==> config.mk <==
export PLATFORM = sky130hd
export DESIGN_NAME = unidade_controle_leds
export DESIGN_NICKNAME = d
export VERILOG_FILES = /design/src/rtl/unidade_controle_leds.sv
export SDC_FILE = /design/constraint.sdc
export NUM_CORES = 1
export LEC_CHECK = 0
export ABC_AREA = 1
export BUFFER_PORTS_ARGS = -buffer_cell sky130_fd_sc_hd__clkbuf_2
export CAP_MARGIN = 0
export CORE_AREA = 5 5 42 44
export DETAILED_ROUTE_END_ITERATION = 8
export DIE_AREA = 0 0 47 49
export HOLD_SLACK_MARGIN = 0.02
export PLACE_DENSITY = 0.81
export SLEW_MARGIN = 10
export SYNTH_ARGS = -nofsm -noshare
export SYNTH_HDL_FRONTEND = slang
export SYNTH_SLANG_ARGS = --single-unit
export TNS_END_PERCENT = 10
==> constraint.sdc <==
create_clock -name clock -period 1.4 [get_ports clock]
set_input_delay 0.07 -clock clock [delete_from_list [all_inputs] [get_ports clock]]
set_output_delay 0.07 -clock clock [all_outputs]
set_load 0.02 [all_outputs]
==> src/rtl/unidade_controle_leds.sv <==
// -----------------------------------------------------------------------------
// unidade_controle_leds
//
// Moore control unit for the LED-display version of the memory game. It drives
// every control input of fluxo_dados and reacts to every status output of it.
//
// A round consists of:
//   1. Display: memory words 0..sequencia are shown on the LEDs, each one lit
//      for one timer period (mostra_on) and then dark for one timer period
//      (mostra_off). avanca_exibicao steps the address counter between LEDs.
//   2. Play: the player repeats the sequence. Each move is registered, compared
//      and either advances the address, advances the round, or ends the game.
//      A timeout while waiting for a move also ends the game.
//   The game is won once the last word of the final round (S=15) matches.
//
// Ports
//   clock, reset            : clock (rising edge), async active-high reset
//   iniciar                 : start request, honoured in inicial and end states
//   fimS                    : sequence counter has reached 15
//   fimLedsOn / fimLedsOff  : LED-on / LED-off timer expired
//   jogadaIgualMemoria      : registered move equals current memory word
//   enderecoIgualSequencia  : address counter equals sequence counter
//   tem_jogada              : one-cycle pulse, a key was pressed
//   timeout                 : registered move-timeout flag from the datapath
//   zeraE / contaE          : address counter clear / increment
//   zeraS / contaS          : sequence counter clear / increment (zeraS also
//                             clears the LED timers in the datapath)
//   zeraR / registraR       : move/timeout register clear / load
//   estado_espera           : enables the move-timeout timer
//   estado_ledsOn/Off       : enables the LED-on / LED-off timers
//   pronto, acertou, errou  : game finished / won / lost
//   db_timeout              : lost because of a timeout
//   db_estado               : current state code (debug display)
// -----------------------------------------------------------------------------
module unidade_controle_leds (
    input  logic       clock,
    input  logic       reset,
    input  logic       iniciar,
    input  logic       fimS,
    input  logic       fimLedsOn,
    input  logic       fimLedsOff,
    input  logic       jogadaIgualMemoria,
    input  logic       enderecoIgualSequencia,
    input  logic       tem_jogada,
    input  logic       timeout,
    output logic       zeraE,
    output logic       contaE,
    output logic       zeraS,
    output logic       contaS,
    output logic       zeraR,
    output logic       registraR,
    output logic       estado_espera,
    output logic       estado_ledsOn,
    output logic       estado_ledsOff,
    output logic       pronto,
    output logic       acertou,
    output logic       errou,
    output logic       db_timeout,
    output logic [3:0] db_estado
);

    // State codes are visible on db_estado, so the encoding is fixed.
    // Codes 4'hB and 4'hF are unused and recover to INICIAL.
    typedef enum logic [3:0] {
        INICIAL           = 4'h0,
        PREPARACAO        = 4'h1,
        MOSTRA_ON         = 4'h2,
        MOSTRA_OFF        = 4'h3,
        AVANCA_EXIBICAO   = 4'h4,
        PREPARA_JOGADA    = 4'h5,
        ESPERA            = 4'h6,
        REGISTRA          = 4'h7,
        COMPARACAO        = 4'h8,
        PROXIMA_SEQUENCIA = 4'h9,
        PROXIMO_ENDERECO  = 4'hA,
        FIM_ACERTOU       = 4'hC,
        FIM_TIMEOUT       = 4'hD,
        FIM_ERROU         = 4'hE
    } estado_t;

    estado_t estado_q;
    estado_t estado_d;

    // -------------------------------------------------------------------------
    // State register
    // -------------------------------------------------------------------------
    always_ff @(posedge clock or posedge reset) begin
        if (reset) begin
            estado_q <= INICIAL;
        end else begin
            estado_q <= estado_d;
        end
    end

    // -------------------------------------------------------------------------
    // Next-state logic
    // -------------------------------------------------------------------------
    always_comb begin
        estado_d = estado_q;
        unique case (estado_q)
            INICIAL: begin
                if (iniciar) estado_d = PREPARACAO;
            end

            PREPARACAO: estado_d = MOSTRA_ON;

            MOSTRA_ON: begin
                if (fimLedsOn) estado_d = MOSTRA_OFF;
            end

            // After the dark period either the whole sequence has been shown
            // (address caught up with the sequence counter) or we move to the
            // next LED.
            MOSTRA_OFF: begin
                if (fimLedsOff) begin
                    if (enderecoIgualSequencia) estado_d = PREPARA_JOGADA;
                    else                        estado_d = AVANCA_EXIBICAO;
                end
            end

            AVANCA_EXIBICAO: estado_d = MOSTRA_ON;

            PREPARA_JOGADA: estado_d = ESPERA;

            // A key press wins over a timeout raised in the same cycle.
            ESPERA: begin
                if (tem_jogada)   estado_d = REGISTRA;
                else if (timeout) estado_d = FIM_TIMEOUT;
            end

            REGISTRA: estado_d = COMPARACAO;

            // The move register was loaded on the edge entering this state,
            // so jogadaIgualMemoria already reflects the new move here.
            COMPARACAO: begin
                if (!jogadaIgualMemoria)                  estado_d = FIM_ERROU;
                else if (enderecoIgualSequencia && fimS)  estado_d = FIM_ACERTOU;
                else if (enderecoIgualSequencia)          estado_d = PROXIMA_SEQUENCIA;
                else                                      estado_d = PROXIMO_ENDERECO;
            end

            PROXIMA_SEQUENCIA: estado_d = MOSTRA_ON;

            PROXIMO_ENDERECO: estado_d = ESPERA;

            FIM_ACERTOU, FIM_TIMEOUT, FIM_ERROU: begin
                if (iniciar) estado_d = PREPARACAO;
            end

            default: estado_d = INICIAL;
        endcase
    end

    // -------------------------------------------------------------------------
    // Moore outputs, decoded from the state register only. Because the state
    // register resets asynchronously, every command drops the moment reset
    // rises.
    // -------------------------------------------------------------------------
    always_comb begin
        zeraE          = 1'b0;
        contaE         = 1'b0;
        zeraS          = 1'b0;
        contaS         = 1'b0;
        zeraR          = 1'b0;
        registraR      = 1'b0;
        estado_espera  = 1'b0;
        estado_ledsOn  = 1'b0;
        estado_ledsOff = 1'b0;
        pronto         = 1'b0;
        acertou        = 1'b0;
        errou          = 1'b0;
        db_timeout     = 1'b0;
        unique case (estado_q)
            PREPARACAO: begin
                zeraE = 1'b1;
                zeraS = 1'b1;
                zeraR = 1'b1;
            end
            MOSTRA_ON:       estado_ledsOn  = 1'b1;
            MOSTRA_OFF:      estado_ledsOff = 1'b1;
            AVANCA_EXIBICAO: contaE         = 1'b1;
            PREPARA_JOGADA: begin
                zeraE = 1'b1;
                zeraR = 1'b1;
            end
            ESPERA:          estado_espera  = 1'b1;
            REGISTRA:        registraR      = 1'b1;
            // Next round: grow the sequence and restart the display at word 0.
            PROXIMA_SEQUENCIA: begin
                contaS = 1'b1;
                zeraE  = 1'b1;
            end
            PROXIMO_ENDERECO: contaE = 1'b1;
            FIM_ACERTOU: begin
                pronto  = 1'b1;
                acertou = 1'b1;
            end
            FIM_TIMEOUT: begin
                pronto     = 1'b1;
                errou      = 1'b1;
                db_timeout = 1'b1;
            end
            FIM_ERROU: begin
                pronto = 1'b1;
                errou  = 1'b1;
            end
            default: ;
        endcase
    end

    assign db_estado = estado_q;

endmodule

==> results of run 1 <==
[worst register-to-register path: cells and delay by family, from the launching register on]
family / cells / cell delay (ns)
flip-flops: 1 / 0.47
AND/OR/NAND/NOR: 7 / 0.60
buffers and inverters: 1 / 0.11
[where the power goes]
group          internal, mW  switching, mW
combinational         0.333          0.673
clock                0.0956         0.0430
sequential            0.174          0.119
[routing by layer]
| metal | vias to the layer above | track usage | routed length, µm |
|---|---|---|---|
| li1 | 351 | - | - |
| met2 | 48 | 0.195 | 685 |
| met1 | 291 | 0.178 | 622 |
| met4 | 0 | 0.0691 | 7 |
| met3 | 2 | 0.0332 | 195 |
| met5 | - | 0 | 0 |
[through the flow]
step | hold WS (ns) | power [mW] | setup TNS (ns) | worst slack (ns) | cell area, µm²
after floorplan | -0.164 | 0.985 | -0.00767 | -0.00648 | 509
after global placement | -0.0693 | 1.23 | 0 | 0.117 | 659
after detailed placement | -0.0613 | 1.25 | 0 | 0.0663 | 659
after CTS | 0.246 | 1.41 | 0 | 0.00241 | 696
after global routing | 0.263 | 1.57 | -0.152 | -0.0447 | 709
final | 0.256 | 1.44 | 0 | 0.0361 | 709
[path summary, 6_finish.rpt]
check	to	depth (start not counted)
setup / recovery	zeraE	4
hold / removal	db_estado[2]	3
setup reg to reg	db_estado[0]	8
hold reg to reg	db_estado[1]	2
max in group asynchronous	db_estado[3]	3
min in group clock	db_estado[3]	6
[Yosys cell counts, drive strengths merged]
cell	count	area, µm²
nor3	1	5.00
nand2	39	159
dfrtp	4	100
a21oi	1	8.76
nor2	23	101
clkinv	1	3.75
nand3	11	65.1
inv	15	56.3
nand3b	1	7.51
[logic make-up after synthesis]
| group | after synthesis | synth area share |
|---|---|---|
| AND/OR/NAND/NOR | 75 | 0.667 |
| AO/OA/AOI/OAI | 1 | 0.0173 |
| buffers and inverters | 16 | 0.119 |
| flip-flops | 4 | 0.198 |
[timing repair]
item                                    CTS  global route
hold buffers                              1             0
endpoints found under the setup margin    4            14
gates resized for setup                   3             7
endpoints found under the hold margin     4             0
[layout make-up]
type	count	share of cell area
clock buffers	3	0.0317
inverters	16	0.0847
multi-input cells	76	0.506
flip-flops and latches	4	0.148
well taps	16	0.0282
repair buffers	27	0.201
==> flow_summary_export.csv, run 1 <==
group,metric,value,unit
layout,largest_reg_flops,4,
timing,grt_setup_unrepaired,"true",
clock_network,clock-root-buffer,"clkbuf_4",
placement,gp_congestion,0.875,
clock_network,postCtsSetupRepairBufs,0,
routing,drt_pre_antenna_iters,4,
setup_path,path_max_fanout,7,
layout,syn2layout_area_growth,40.0,%
layout,n_antenna_cell,0,
routing,drcViolationCount,0,
layout,final_cell_count_no_fill,142,
synthesis,synthCells,96,
setup_path,start_kind,"flip-flop",
synthesis,ys.warnings.count,0,
routing,ant_nets,0,
layout,final_common_cell,"nand2_1",
timing,fin_crit,1.36,ns
setup_path,end_kind,"output pin",
synthesis,synth_area_per_cell,5.28,µm²
floorplan,dieArea,2300,µm²
global_routing,grt_pass1_wl,2.37,mm
floorplan,rows,14,
layout,seqCellArea,105,µm²
clock_network,cts_tree,"yes",
routing,first_iter_violations,22,
setup_path,reg2reg_slack,0.11,ns
setup_path,critPathSlowestCell,"dfrtp_2",
placement,dp_cells,138,
setup_path,path_buf_inv,2,
timing,slew_headroom,0.858,
clock_network,cts_buffer_depth,2,
layout,multi_input_area,359,µm²
layout,fillers,142,
global_routing,grt_pass1_vias,597,
timing,finalCritPeriodShare,0.974,
global_routing,grt_max_degree,9,
placement,port_buffers,26,
synthesis,ys_types,13,
floorplan,fp.dieW,47,µm
synthesis,syn_nets,106,
timing,max_freq,0.733,GHz
synthesis,syn_area,507,µm²
setup_path,crit_type,"reg2out",
setup_path,worstSetupStartpoint,"db_estado[1]",
layout,fin_util,0.506,
setup_path,critical_path.cell_chain,"inv_1, nand2_1, nor2_2, clkbuf_2",
power,ir_drop,0.000705,V
power,pwr_density_cell,2030,nW/µm²
floorplan,start_util,0.362,
clock_network,cts_max_level,1,
placement,hpwl,1.23,mm
outcome,outcome,"complete, no violations",
timing,worst-slew-pin-transition,0.212,ns
flow_run,maxCapViolations,0,
timing,setup_violations,0,
synthesis,ys_seq_area_frac,0.198,
global_routing,grt_overflow_total,0,
setup_path,crit_path_max_incr_delay,0.45,ns
timing,skew,0.00391,ns
routing,drt-total-wl,1.51,mm
setup_path,cp.arrival,1.29,ns
synthesis,ys_seq_elements,4,
setup_path,cp_data_required_time,1.33,ns
layout,layout.nets,138,
timing,slew_viol_final,0,
timing,hold_viol_final,0,
hold_path,hold_class,"in2async",
layout,drive_above_1_share,0.421,
clock_network,clk_pin_slew,0.04,ns
routing,routedWlPerCell,10.6,µm
floorplan,core,1400,µm²
routing,viasPerCell,4.87,
floorplan,die_h,49,µm
power,total_leakage_power,0.440,nW
layout,layout_common_cells,"nand2_1, clkbuf_2, nor2_1",
clock_network,clock_latency,0.23,ns
clock_network,clock-sinks,4,
setup_path,cp_top_family,"flip-flops",
floorplan,num_io_pins,27,
global_routing,antenna_found_initial,0,
global_routing,grt.total_usage,0.134,
setup_path,r2r_start,"db_estado[3]",
routing,vias,692,
clock_network,cts_made_buffers,3,
Power figures use the tool's default switching activity.
==> inputs of run 2 (changes only) <==
--- a/constraint.sdc
+++ b/constraint.sdc
@@ -3,2 +3,2 @@
 set_output_delay 0.07 -clock clock [all_outputs]
-set_load 0.02 [all_outputs]
+set_load 0.005 [all_outputs]
==> flow_summary_export.csv, run 2 (synthesized netlist as in run 1, its figures left out) <==
group,metric,value,unit
setup_path,cp_data_required_time,1.33,ns
routing,drt_pre_antenna_iters,4,
layout,fin_area,697,µm²
placement,pre_cts_slack,0.0583,ns
timing,worst-slew-pin-transition,0.242,ns
floorplan,core,1400,µm²
clock_network,clock-sinks,4,
routing,vias,681,
timing,skew,0.00362,ns
placement,hpwl,1.25,mm
floorplan,num_io_pins,27,
setup_path,path_max_fanout,7,
power,total_leakage_power,0.440,nW
routing,drt-total-wl,1.56,mm
placement,dp_cells,138,
setup_path,crit_type,"reg2out",
global_routing,grt_max_degree,9,
timing,fin_crit,1.35,ns
layout,drive_above_1_share,0.397,
global_routing,antenna_found_initial,0,
layout,final_cell_count_no_fill,142,
clock_network,cts_made_buffers,3,
placement,placed_area,657,µm²
global_routing,grt_pass1_wl,2.32,mm
global_routing,grt.total_usage,0.141,
floorplan,rows,14,
power,total_power,1.27,mW
floorplan,die_h,49,µm
routing,routedWlPerCell,11.0,µm
setup_path,cp.arrival,1.28,ns
hold_path,hold_class,"in2reg",
layout,n_antenna_cell,0,
placement,gp_congestion,0.878,
timing,slew_viol_final,0,
clock_network,clock_latency,0.24,ns
setup_path,end_kind,"output pin",
timing,grt_setup_unrepaired,"true",
outcome,outcome,"complete, no violations",
timing,setup_violations,0,
clock_network,clock-root-buffer,"clkbuf_4",
layout,final_common_cell,"nand2_1",
timing,finalWorstSetupSlack,0.0461,ns
layout,largest_reg_flops,4,
timing,slew_headroom,0.839,
clock_network,cts_tree,"yes",
routing,drcViolationCount,0,
routing,first_iter_violations,11,
timing,finalCritPeriodShare,0.967,
setup_path,critPathSlowestCell,"dfrtp_2",
routing,wl_met3,132,µm
global_routing,grt_overflow_total,0,
routing,wl_met2,760,µm
timing,hold_viol_final,0,
clock_network,postCtsSetupRepairBufs,0,
placement,port_buffers,26,
layout,fin_util,0.497,
routing,wl_met1,637,µm
global_routing,grt_pass1_vias,583,
routing,highest_layer,"met4",
setup_path,start_kind,"flip-flop",
layout,layout.nets,138,
floorplan,fp.dieW,47,µm
flow_run,maxCapViolations,0,
routing,viasPerCell,4.80,
timing,max_freq,0.739,GHz
floorplan,dieArea,2300,µm²
routing,ant_nets,0,
layout,syn2layout_area_growth,37.5,%
clock_network,cts_buffer_depth,2,
power,pwr_density_cell,1820,nW/µm²
clock_network,clk_pin_slew,0.04,ns
floorplan,start_util,0.362,
clock_network,cts_max_level,1,
power,ir_drop,0.000611,V
setup_path,critical_path.cell_chain,"inv_1, nand2_1, nor2_1, clkbuf_2",
setup_path,crit_path_max_incr_delay,0.45,ns
layout,layout_common_cells,"nand2_1, clkbuf_2, nor2_1",
==> run 2: changes by cell type in the layout (fill, tap and decap cells not counted), sizes merged <==
cell,previous run,this run
clkbuf,28,29
buf,1,0
==> run 2: what timing repair did <==
action | CTS | global route
gates resized for setup | 0 | 5
endpoints found under the setup margin | 0 | 11
endpoints found under the hold margin | 4 | 0
hold buffers | 1 | 0
==> run 2: cell type report <==
cell class | count | area [µm²]
sequential | 4 | 105
fill | 157 | 704
inverter | 16 | 60.1
clock buffer | 3 | 22.5
timing repair buffer | 27 | 140
tap | 16 | 20.0
multi-input combinational | 76 | 349
==> run 2: worst max-delay path: cells and delay by family, from the launching register on <==
family	cells	cell delay [ns]
and+or+nand+nor	2	0.35
DFF	1	0.45
buffers and inverters	2	0.25
==> run 2: stage by stage <==
stage | setup TNS (ns) | hold slack (ns)
after CTS | 0 | 0.235
after global placement | 0 | -0.0692
after global routing | -0.0217 | 0.272
after floorplan | 0 | -0.164
after detailed placement | 0 | -0.0696
final | 0 | 0.238
==> run 2: power by group <==
| part | internal, mW | leakage, nW | total, mW | switching [mW] |
|---|---|---|---|---|
| registers | 0.174 | 0.0458 | 0.280 | 0.106 |
| clock network | 0.0962 | 0.0138 | 0.149 | 0.0524 |
| logic | 0.320 | 0.380 | 0.842 | 0.523 |
==> run 2: final timing paths <==
check                                  start           end  slack [ns]  cells past startpoint
max in group asynchronous              reset  db_estado[0]        0.99                      3
min in group asynchronous              reset  db_estado[2]        0.25                      3
worst min-delay path                 iniciar  db_estado[2]        0.24                      5
worst max-delay path            db_estado[1]         zeraE        0.05                      4
worst max register to register  db_estado[3]  db_estado[2]        0.09                      8
worst min register to register  db_estado[1]  db_estado[1]        0.58                      2
==> run 2: per-layer routing <==
metal,vias up,GRT usage
li1,351,-
met1,293,0.175
met2,34,0.208
met3,3,0.00369
met4,0,0.129
met5,-,0
